`config.mk`:
```
export PLATFORM = sky130hd
export DESIGN_NAME = ti_sbox_stage_seq
export DESIGN_NICKNAME = d
export VERILOG_FILES = /design/src/rtl/ti_sbox_pkg.sv /design/src/rtl/ti_share_refresh.sv /design/src/rtl/ti_sbox_stage_seq.sv
export SDC_FILE = /design/constraint.sdc
export NUM_CORES = 1
export LEC_CHECK = 0
export CAP_MARGIN = 20
export CORE_UTILIZATION = 37
export DETAILED_ROUTE_END_ITERATION = 7
export PLACE_DENSITY = 0.83
export SYNTH_ARGS = -nofsm -noshare
export SYNTH_HDL_FRONTEND = slang
export SYNTH_SLANG_ARGS = --single-unit
```
`constraint.sdc`:
```
create_clock -name clk -period 2.9 [get_ports clk]
set_input_delay 0.29 -clock clk [delete_from_list [all_inputs] [get_ports clk]]
set_output_delay 0.29 -clock clk [all_outputs]
set_load 0.005 [all_outputs]
```
`src/rtl/ti_sbox_pkg.sv`:
```
// Shared types and helpers for the 2-share threshold-implementation S-box sequencer.
package ti_sbox_pkg;

    localparam int SHARE_W  = 4;
    localparam int N_SHARES = 2;
    localparam int WORD_W   = SHARE_W * N_SHARES;

    typedef enum logic [1:0] {
        ST_IDLE = 2'd0,
        ST_RUN  = 2'd1,
        ST_DONE = 2'd2
    } state_t;

    // XOR the same fresh mask into every share. With an even share count the
    // masks cancel in the XOR-sum, so the unmasked value is unchanged.
    function automatic logic [WORD_W-1:0] share_refresh(
        input logic [WORD_W-1:0]  word,
        input logic [SHARE_W-1:0] rnd
    );
        logic [WORD_W-1:0] res;
        res = word;
        for (int s = 0; s < N_SHARES; s++) begin
            res[s*SHARE_W +: SHARE_W] = word[s*SHARE_W +: SHARE_W] ^ rnd;
        end
        return res;
    endfunction

endpackage

```
`src/rtl/ti_share_refresh.sv`:
```
// Combinational share refresh: XORs rnd into each share when REFRESH is set,
// otherwise passes the word through untouched.
module ti_share_refresh
    import ti_sbox_pkg::*;
#(
    parameter bit REFRESH = 1'b1
) (
    input  logic [WORD_W-1:0]  i_word,
    input  logic [SHARE_W-1:0] i_rnd,
    output logic [WORD_W-1:0]  o_word
);

    generate
        if (REFRESH) begin : g_refresh
            assign o_word = share_refresh(i_word, i_rnd);
        end else begin : g_bypass
            logic [SHARE_W-1:0] w_rnd_unused;
            assign w_rnd_unused = i_rnd;
            assign o_word       = i_word;
        end
    endgenerate

endmodule

```
`src/rtl/ti_sbox_stage_seq.sv`:
```
// Stage sequencer for the 2-share TI 4-bit S-box: registers the masked word
// between bank passes (glitch barrier), steps stage_sel, refreshes shares.
module ti_sbox_stage_seq
    import ti_sbox_pkg::*;
#(
    parameter int N_STAGES = 2,
    parameter int STAGE_W  = (N_STAGES > 1) ? $clog2(N_STAGES) : 1,
    parameter bit REFRESH  = 1'b1
) (
    input  logic               clk,
    input  logic               rst_n,
    input  logic               in_valid,
    output logic               in_ready,
    input  logic [WORD_W-1:0]  in_data,
    input  logic [SHARE_W-1:0] rnd,
    output logic [STAGE_W-1:0] stage_sel,
    output logic [WORD_W-1:0]  comp_in,
    input  logic [WORD_W-1:0]  comp_out,
    output logic               out_valid,
    input  logic               out_ready,
    output logic [WORD_W-1:0]  out_data
);

    localparam logic [STAGE_W-1:0] LAST_STAGE = STAGE_W'(N_STAGES - 1);

    state_t             r_state;
    state_t             w_state_next;
    logic [WORD_W-1:0]  r_word;
    logic [WORD_W-1:0]  w_word_next;
    logic [STAGE_W-1:0] r_stage;
    logic [STAGE_W-1:0] w_stage_next;
    logic [WORD_W-1:0]  w_refreshed;

    // Bank result with fresh randomness mixed in; only consumed in RUN, so rnd
    // is effectively ignored in IDLE and DONE.
    ti_share_refresh #(
        .REFRESH (REFRESH)
    ) u_refresh (
        .i_word (comp_out),
        .i_rnd  (rnd),
        .o_word (w_refreshed)
    );

    // State, share word and stage index registers; async reset discards any
    // partially processed word.
    always_ff @(posedge clk or negedge rst_n) begin
        if (!rst_n) begin
            r_state <= ST_IDLE;
            r_word  <= '0;
            r_stage <= '0;
        end else begin
            r_state <= w_state_next;
            r_word  <= w_word_next;
            r_stage <= w_stage_next;
        end
    end

    // Next-state and handshake decode.
    always_comb begin
        w_state_next = r_state;
        w_word_next  = r_word;
        w_stage_next = r_stage;
        in_ready     = 1'b0;
        out_valid    = 1'b0;
        case (r_state)
            ST_IDLE: begin
                in_ready = 1'b1;
                if (in_valid) begin
                    w_word_next  = in_data;
                    w_stage_next = '0;
                    w_state_next = ST_RUN;
                end
            end
            ST_RUN: begin
                w_word_next = w_refreshed;
                if (r_stage == LAST_STAGE) begin
                    w_stage_next = '0;
                    w_state_next = ST_DONE;
                end else begin
                    w_stage_next = r_stage + 1'b1;
                end
            end
            ST_DONE: begin
                out_valid = 1'b1;
                // Accepting the result frees the register, so a new word can
                // be taken in the same cycle.
                in_ready  = out_ready;
                if (out_ready) begin
                    if (in_valid) begin
                        w_word_next  = in_data;
                        w_stage_next = '0;
                        w_state_next = ST_RUN;
                    end else begin
                        w_state_next = ST_IDLE;
                    end
                end
            end
            default: begin
                w_state_next = ST_IDLE;
                w_stage_next = '0;
            end
        endcase
    end

    // The bank only ever sees the registered word.
    assign comp_in   = r_word;
    assign out_data  = r_word;
    assign stage_sel = r_stage;

endmodule

```
# After elaboration in Yosys (flattened, before gate mapping)
# Index checks and enable logic that the tools add are counted.
dict set report word_totals {
  reg_bits 11
  wordCells 29
}
dict set report op_classes {
  n_reduce_logical 4
  bitwise_logic 2
  n_addsub 1
  muxes 14
  n_eq_ne 5
}
# cell count
set op_table {}
lappend op_table {{$pmux 8 s3} 1}
lappend op_table {{$mux 8} 2}
lappend op_table {{$xor 4x4->4} 2}
lappend op_table {{$mux 2} 3}
lappend op_table {{$ne 2x2->1 const B} 3}
lappend op_table {{$pmux 2 s3} 1}
lappend op_table {{$mux 1} 5}
lappend op_table {{$pmux 1 s3} 1}
lappend op_table {{$reduce_and 3->1} 1}
lappend op_table {{$reduce_bool 3->1} 1}
lappend op_table {{$eq 2x1->1 const B} 1}
lappend op_table {{$eq 2x2->1 const B} 1}
lappend op_table {{$logic_not 2->1} 1}
lappend op_table {{$pmux 1 s2} 1}
lappend op_table {{$reduce_and 2->1} 1}
lappend op_table {{$add 1x1->1 const B} 1}

# Depth between registers and ports, before layout
# Gate-level depths: netlist of run 1.
dict set report logic_depth {
  word_depth 3
  mapped_depth 4
  depth_no_buf 3
}

# Hierarchy
# A second synthesis of run 1 with hierarchy kept.
dict set report hier_totals {
  cells_unflattened 57
  hier_area_um2 706.9
}
# mod area_per_inst_um2 cells_per_inst instances
set modules_own_cells {}
lappend modules_own_cells {ti_sbox_stage_seq 636.9 49 1}
lappend modules_own_cells {ti_share_refresh 70.1 8 1}

# Least setup slack after synthesis of run 1
# OpenSTA, ideal clock, no wires.
dict set report synth_path {
  path_kind {reg-to-reg}
  from {register r_state[1]}
  to {register r_word[0], in the netlist comp_in[0]}
  n_path_buf 1
  stages_incl_launch_ff 5
  t_arrival_ps 1199
  synth_period_minus_slack_ps 1322
  required_time_ps 2777
  setup_slack_ps 1578
  setup_time_ps 123
  path_cell_list {dfrtp_1 nor2b_4 or3_1 buf_2 o221a_1}
}
dict set report synth_between {
  elab_chain_len 3
  elab_cells_between_ends 7
}
# item line
set synth_rtl {}
lappend synth_rtl {{start: declaration} ti_sbox_stage_seq.sv:26} ;# state_t r_state;
lappend synth_rtl {{start signal: assignment} ti_sbox_stage_seq.sv:52} ;# r_state <= w_state_next;
lappend synth_rtl {{$eq 2x2->1 (tied with other cells)} ti_sbox_stage_seq.sv:65} ;# case (r_state)
lappend synth_rtl {{$ne 2x2->1 (no source line) / $reduce_bool 3->1 (equally long branches)} -}
lappend synth_rtl {{$reduce_and 2->1 (no source line)} -}
lappend synth_rtl {{end signal: assignment} ti_sbox_stage_seq.sv:53} ;# r_word <= w_word_next;
lappend synth_rtl {{end: declaration} ti_sbox_stage_seq.sv:28} ;# logic [WORD_W-1:0] r_word;
# Several ways; a longest one is shown, not always the timed one.
# A chain may end at the register's enable or synchronous reset.

# Worst setup path in the final report of run 1
dict set report layout_path {
  from {input out_ready}
  to {output in_ready}
}
dict set report layout_between {
  elab_chain_len 1
}
# item line
set layout_rtl {}
lappend layout_rtl {{start: declaration} ti_sbox_stage_seq.sv:20} ;# input logic out_ready,
lappend layout_rtl {{$pmux 1 s2} ti_sbox_stage_seq.sv:65}
lappend layout_rtl {{end: declaration} ti_sbox_stage_seq.sv:13} ;# output logic in_ready,
# Every way passes these cells.

==> results of run 1 <==
[worst max path at each step]
stage	startpoint	to	slack, ps	depth (start not counted)
after global routing	out_ready	in_ready	1090	4
after CTS	out_ready	in_ready	1140	4
after detailed placement	out_ready	comp_in[6]	1120	4
after floorplan	r_state[1]	comp_in[0]	1580	4
final	out_ready	in_ready	1150	4
after global placement	out_ready	comp_in[2]	1160	4
[layout make-up]
class	count	area, um^2
clock buffer	4	26.28
inverter	2	7.507
tap	16	20.02
multi-input combinational	36	276.5
sequential	11	275.3
fill	131	515.5
timing repair buffer	42	420.4
[power groups by stage]
stage	clock network (mW)	registers, mW	logic [mW]
finish	0.0992	0.310	0.530
global route	0.109	0.322	0.569
CTS	0.102	0.310	0.537
detailed placement	0	0.308	0.535
global placement	0	0.307	0.526
floorplan	0	0.301	0.288
[per-stage QoR]
step / setup WS (ps) / instance area (um^2) / power [mW]
3_5_place_dp: 1121 / 999.7 / 0.8431
4_1_cts: 1137 / 1026 / 0.9483
3_3_place_gp: 1156 / 999.7 / 0.8335
6_report: 1146 / 1026 / 0.9385
5_1_grt: 1093 / 1026 / 1.001
2_1_floorplan: 1578 / 628.1 / 0.5893
[routing by layer]
| metal | wire length (um) | vias up | track usage, % |
|---|---|---|---|
| li1 | - | 275 | - |
| met1 | 546 | 263 | 18.31 |
| met2 | 696 | 30 | 26.57 |
| met3 | 131 | 2 | 6.383 |
| met4 | 14 | 0 | 5.455 |
| met5 | 0 | - | 0 |
[cells by family (layout without fill, tap and decap cells)]
logic type	count (synthesis)	after routing
DFF	11	11
buffers and inverters	12	48
and+or+nand+nor	15	15
AOI/OAI and AO/OA	13	13
xor gates and xnor gates	8	8
[flip-flops by register name, summed over array words and instances, names as in the netlist]
signal,cells
r_state,2
comp_in,8
stage_sel,1
[critical path: stages]
cell             delay (ps)
clkdlybuf4s50_1         520
nor2b_4                  60
nor2_1                   90
clkdlybuf4s50_1         500
[synth_stat cells]
| cell type | n |
|---|---|
| a22oi_2 | 1 |
| o22ai_1 | 1 |
| xnor2_1 | 8 |
| a22o_1 | 1 |
| nor2b_4 | 1 |
| nand2_1 | 8 |
| o21ai_0 | 1 |
| nor2_1 | 1 |
| o221a_1 | 8 |
| or3_1 | 1 |
| o21ai_1 | 1 |
| clkbuf_1 | 1 |
| dfrtp_1 | 11 |
| inv_1 | 1 |
| nor2b_1 | 2 |
| inv_2 | 1 |
| buf_2 | 1 |
| nand2b_1 | 2 |
| buf_4 | 8 |
==> qor.txt, run 1 <==
Status -> complete, no violations
Ys Warns -> 0
Period utilisation layout -> 60.48%
Wire per inst -> 12.51 um
Worst-path maximum fanout -> 4
Int Pwr -> 0.6384 mW
H-tree depth -> 1
Nature of the critical path endpoint -> primary output
Via count -> 570
Largest area contributor in the netlist -> dfrtp_1
Dpl hpwl -> 1.100 mm
Sequential share of power -> 33.0%
CTS resizes -> 0
Nets -> 120
Post-synthesis cell type count -> 19
Die width -> 43.20 um
Worst path arrival time -> 1460 ps
Worst Reg-to-Reg Cells -> 3
DIE AREA -> 0.001866 mm^2
Worst-skew pair later-pin latency -> 260 ps
Antenna violations before repair -> 0
Layout cells sized above 1 -> 6.316%
Largest net degree at the start of global routing -> 12
Clock tree buffer depth -> 2
Post-Syn Area -> 628.1 um^2
Rel. slew slack -> 63.28%
GR Overflow Total -> 0
Synthesized instance count -> 59
Ports -> 43
Core ar. -> 0.001541 mm^2
Slew @ Worst Pin -> 549.6 ps
First-pass GRT wire length -> 2.145 mm
Post-synthesis xor/xnor area fraction -> 11.16%
Comb pwr share -> 56.4%
Worst reg2reg endpoint -> comp_in[6]
Row Count -> 14
Clock Skew -> 2.116 ps
ANT nets after route -> 0
Setup slack, reg-to-reg -> 1430 ps
Final Wtd Congestion -> 0.7281
IO Port Bufs -> 42
Worst-path clk slew -> 70 ps
Minimum clock period -> 1754 ps
Post-Place Cells -> 107
# diodes -> 0
Yosys top cell area share -> 43.82%
Syn Nets -> 83
Commonest non-fill, non-tap cell in the layout -> clkdlybuf4s50_1
Final Hold Fails -> 0
Critical path startpoint category -> primary input
Post-Synth Adder-Cell Area -> 0%
Mean area per synthesized cell -> 10.65 um^2
Routed WL -> 1.389 mm
Simple-gate portion of the synthesized area -> 12.55%
Leakage -> 0.3933 nW
Fin Setup TNS -> 0 ps
Switch Pwr -> 0.3001 mW
Unrepaired setup endpoints after global routing -> false
Hold Crit Class -> primary input to asynchronous set/reset pin
CTS tree -> done
First-pass DRT Iterations -> 2
Flop and latch count out of synthesis -> 11
Clk pwr share -> 10.6%
Multiplexer share of the synthesized area -> 0%
# DRC -> 0
Num CTS Buffers -> 3
Final Non-Filler Cells -> 111
Post-synthesis compound-gate area fraction -> 20.32%
Postcts setup bufs -> 0
Sequential share of the synthesized area -> 43.82%
Clock root cell -> clkbuf_4
Vias in the first global route -> 541
Peak Freq -> 0.5702 GHz
Synth area leaders -> dfrtp_1 (44%), o221a_1 (14%), xnor2_1 (11%)
Reg-to-reg startpoint -> r_state[1]
Endpoints failing setup -> 0
GRT Total Usage -> 15.92%
Power Density -> 914.7 mW/mm^2
TritonCTS Sinks -> 11
Final hold slack -> 354.7 ps
Max Cap Viol -> 0
Main combinational cell family by area after synthesis -> compound AO/OA/AOI/OAI gates
Final core utilization -> 66.56%
Die Span Y -> 43.20 um
Switching Fraction -> 31.97%
DRT iter0 DRCs -> 2
Crit path kind -> primary input to primary output
Worst VDD drop -> 0.5028 mV
Area Overhead vs Synth -> 63.35%
Worst endpoint required time -> 2610 ps
Starting Density -> 40.75%
Pins Over Slew Limit -> 0
CTS Hold Bufs -> 0
Vias per cell -> 5.135
Commonest cells after routing, fill and taps aside -> clkdlybuf4s50_1 (42), dfrtp_1 (11), xnor2_1 (8), nand2_1 (8), o221a_1 (8)
No activity file was read; power rests on OpenSTA's default activity.
==> inputs of run 2 (changes only) <==
Settings changed: CORE_ASPECT_RATIO set to 1.4, CORE_UTILIZATION 37 to 34, PLACE_DENSITY 0.83 to 0.77.
Clock period 2.9 ns to 1.75 ns, I/O delays scaled along.
==> qor.txt, run 2 (synthesis gave the netlist of run 1 again) <==
Status -> complete, no violations
Max reg flops -> 8
Worst VDD drop -> 0.8464 mV
GR Overflow Total -> 0
# diodes -> 0
Routed WL -> 1.484 mm
ANT nets after route -> 0
Final Non-Filler Cells -> 116
Antenna violations before repair -> 0
Core ar. -> 0.001757 mm^2
Die width -> 38.33 um
Commonest cells after routing, fill and taps aside -> clkdlybuf4s50_1 (42), dfrtp_1 (11), xnor2_1 (8), nand2_1 (8), o221a_1 (8)
CP delay by family, top -> buffers and inverters
Crit-path cells -> nor2b_4 -> nor2_1 -> clkdlybuf4s50_1
Vias in the first global route -> 518
Slowest cell delay on critical path -> 500 ps
Setup slack, reg-to-reg -> 300 ps
Minimum clock period -> 1609 ps
Clock Skew -> 2.972 ps
Final Hold Fails -> 0
Wire per inst -> 12.79 um
Buf/Inv on CP -> 1
TritonCTS Sinks -> 11
Commonest non-fill, non-tap cell in the layout -> clkdlybuf4s50_1
CP max stage cell -> clkdlybuf4s50_1
Endpoints failing setup -> 0
CTS resizes -> 0
Slew @ Worst Pin -> 489.2 ps
Vias per cell -> 4.914
Via count -> 570
Postcts setup bufs -> 0
GRT Total Usage -> 16.25%
Area Overhead vs Synth -> 65.34%
Pins Over Slew Limit -> 0
First-pass DRT Iterations -> 6
Leakage -> 0.3982 nW
Nature of the critical path endpoint -> primary output
Worst path arrival time -> 1430 ps
Worst reg2reg endpoint -> comp_in[6]
Worst-path maximum fanout -> 5
Clock root cell -> clkbuf_4
Die Span Y -> 52.86 um
Nets -> 121
Ports -> 43
Critical path startpoint category -> flop
Final Wtd Congestion -> 0.6871
Period utilisation layout -> 91.97%
Fin Setup TNS -> 0 ps
Reg-to-reg startpoint -> r_state[1]
CTS Hold Bufs -> 0
Max Cap Viol -> 0
Worst-skew pair later-pin latency -> 270 ps
Crit. Startpoint -> r_state[1]
Fillcell total -> 178
First-pass GRT wire length -> 2.180 mm
Unrepaired setup endpoints after global routing -> false
Row Count -> 18
Num CTS Buffers -> 3
Crit path kind -> flop to primary output
Peak Freq -> 0.6213 GHz
H-tree depth -> 1
Largest net degree at the start of global routing -> 12
Power Density -> 1520 mW/mm^2
Starting Density -> 35.75%
Worst endpoint required time -> 1570 ps
IO Port Bufs -> 42
Worst Reg-to-Reg Cells -> 3
# DRC -> 0
Post-Place Cells -> 112
Clock tree buffer depth -> 2
Layout cells sized above 1 -> 7.292%
CTS tree -> done
DIE AREA -> 0.002026 mm^2
DRT iter0 DRCs -> 5
Worst-path clk slew -> 70 ps
Rel. slew slack -> 67.29%
Hold Crit Class -> primary input to asynchronous set/reset pin
-- run 2: cell count changes in the layout (fill, tap and decap cells not counted), sizes merged --
cell	delta
buf	+1
-- run 2: layout make-up --
class                   instances  area [um^2]  share of cell area (%)
repair buffers                 43        427.9                   41.20
multi-input cells              36        276.5                   26.63
flip-flops and latches         11        275.3                   26.51
clock buffers                   4        26.28                   2.530
well taps                      20        25.02                   2.410
inverters                       2        7.507                  0.7229
-- run 2: worst max-delay path by stage --
stage | depth (start not counted) | end | slack (ps)
4_1_cts | 3 | in_ready | 130
2_1_floorplan | 4 | comp_in[0] | 430
6_report | 3 | in_ready | 140
5_1_grt | 3 | in_ready | 80
3_3_place_gp | 4 | comp_in[0] | 140
3_5_place_dp | 4 | comp_in[6] | 100
-- run 2: power breakdown --
part           internal [mW]  switching, mW
Clock                 0.0883         0.0848
Combinational          0.604          0.292
Sequential             0.384          0.124
-- run 2: metrics by stage --
stage	utilization (%)	cell area (um^2)	worst slack (ps)	power, mW	hold slack [ps]
after floorplan	-	628.1	427.9	0.9765	-120.6
after global placement	57.62	1012	139.7	1.396	525.4
after detailed placement	57.62	1012	103.8	1.423	527.8
after CTS	59.12	1039	130.4	1.600	249.1
after global routing	59.12	1039	75.64	1.708	288.2
final	59.12	1039	140.6	1.578	233.1
-- run 2: routing by layer --
layer | routed length, um | vias to the layer above | track usage, % | part of all wire (%)
li1 | - | 272 | - | -
met1 | 565 | 274 | 17.06 | 38
met3 | 55 | 4 | 2.521 | 3.7
met5 | 0 | - | 0 | 0
met4 | 52 | 0 | 14.29 | 3.5
met2 | 810 | 20 | 26.84 | 55
==> inputs of run 3 (changes only) <==
Settings changed: CELL_PAD_IN_SITES_DETAIL_PLACEMENT set to 0, CELL_PAD_IN_SITES_GLOBAL_PLACEMENT set to 1, CORE_UTILIZATION 34 to 24, PLACE_DENSITY 0.77 to 0.76.
==> qor.txt, run 3 (synthesis gave the netlist of run 1 again) <==
Worst-path maximum fanout -> 5
GR Overflow Total -> 0
Final Wtd Congestion -> 0.7344
IO Port Bufs -> 42
Max Cap Viol -> 0
DRT iter0 DRCs -> 6
Commonest non-fill, non-tap cell in the layout -> clkdlybuf4s50_1
Vias per cell -> 4.392
First-pass GRT wire length -> 2.435 mm
ANT nets after route -> 0
Final Hold Fails -> 0
Layout cells sized above 1 -> 7.292%
Starting Density -> 25.70%
Setup slack, reg-to-reg -> 290 ps
Die width -> 45.24 um
Crit path kind -> flop to primary output
Core ar. -> 0.002444 mm^2
Worst setup path end -> in_ready
Crit. path cell count -> 3
Leakage -> 0.3982 nW
Worst VDD drop -> 0.5603 mV
CTS Hold Bufs -> 0
Worst-path clk slew -> 70 ps
Minimum clock period -> 1598 ps
Largest net degree at the start of global routing -> 12
Crit-path cells -> nor2b_4 -> nor2_1 -> clkdlybuf4s50_1
CP delay by family, top -> buffers and inverters
Period utilisation layout -> 91.29%
Post-route worst setup slack -> 152.5 ps
Row Count -> 21
Critical path startpoint category -> flop
H-tree depth -> 1
Status -> complete, no violations
Num CTS Buffers -> 3
Hold Crit Class -> primary input to asynchronous set/reset pin
Worst reg2reg endpoint -> comp_in[3]
Final hold slack -> 236.8 ps
Reg-to-reg startpoint -> r_state[1]
Clock tree buffer depth -> 2
Via count -> 571
Nets -> 121
Dpl hpwl -> 1.284 mm
TritonCTS Sinks -> 11
Vias in the first global route -> 560
Clock Skew -> 1.662 ps
DIE AREA -> 0.002829 mm^2
Overall power -> 1.588 mW
Worst path arrival time -> 1420 ps
First-pass DRT Iterations -> 4
Max reg flops -> 8
Crit. Startpoint -> r_state[1]
Ports -> 43
Pins Over Slew Limit -> 0
CTS tree -> done
Slowest cell delay on critical path -> 500 ps
# diodes -> 0
CTS resizes -> 0
Worst-skew pair later-pin latency -> 260 ps
GRT Total Usage -> 12.24%
CP max stage cell -> clkdlybuf4s50_1
Peak Freq -> 0.6260 GHz
Worst Reg-to-Reg Cells -> 3
# DRC -> 0
Commonest cells after routing, fill and taps aside -> clkdlybuf4s50_1 (42), dfrtp_1 (11), xnor2_1 (8), nand2_1 (8), o221a_1 (8)
Setup WS pre-CTS -> 85.97 ps
Unrepaired setup endpoints after global routing -> false
Power Density -> 1504 mW/mm^2
Endpoints failing setup -> 0
Wire per inst -> 12.32 um
Area Overhead vs Synth -> 68.13%
Antenna violations before repair -> 0
Fin Setup TNS -> 0 ps
Final core utilization -> 43.22%
Rel. slew slack -> 67.40%
Postcts setup bufs -> 0
Routed WL -> 1.601 mm
Slew @ Worst Pin -> 487.5 ps
Worst endpoint required time -> 1570 ps
Nature of the critical path endpoint -> primary output
Die Span Y -> 62.53 um
Buf/Inv on CP -> 1
Clock root cell -> clkbuf_4
-- run 3: cell counts in the layout (fill, tap and decap cells not counted) --
Identical to the previous run, type by type.
-- run 3: final cells by class --
cell class,instances,area (um^2)
timing repair buffer,43,427.9
clock buffer,4,26.28
multi-input combinational,36,276.5
inverter,2,7.507
tap,34,42.54
sequential,11,275.3
fill,257,1388
-- run 3: per-layer routing --
layer / routed length, um / GRT usage, %
met4: 27 / 7.955
met3: 93 / 4.335
met2: 887 / 20.83
met1: 593 / 11.67
met5: 0 / 0
-- run 3: through the flow --
stage | cell area [um^2] | cells
CTS | 1056 | 130
global route | 1056 | 130
finish | 1056 | 130
detailed placement | 1030 | 126
floorplan | 628.1 | 59
global placement | 1030 | 126
-- run 3: worst min path at each step --
stage,from,end,slack [ps],cells after the start
floorplan,rst_n,comp_in[0],-120,0
global placement,rst_n,r_state[1],520,1
detailed placement,rst_n,r_state[1],540,1
CTS,rst_n,r_state[1],250,1
global route,rst_n,comp_in[6],270,1
finish,rst_n,comp_in[2],240,1
-- run 3: power by group --
part | switching [mW] | internal, mW | total, mW
sequential | 0.132 | 0.384 | 0.515
clock | 0.0823 | 0.0882 | 0.171
combinational | 0.298 | 0.604 | 0.903
total | 0.513 | 1.08 | 1.59
-- run 3: worst reg2reg max path, delay by kind of cell, from the launching register on --
kind	cells	cell delay (ps)
AOI/OAI and AO/OA	1	300
DFF	1	430
and+or+nand+nor	2	620
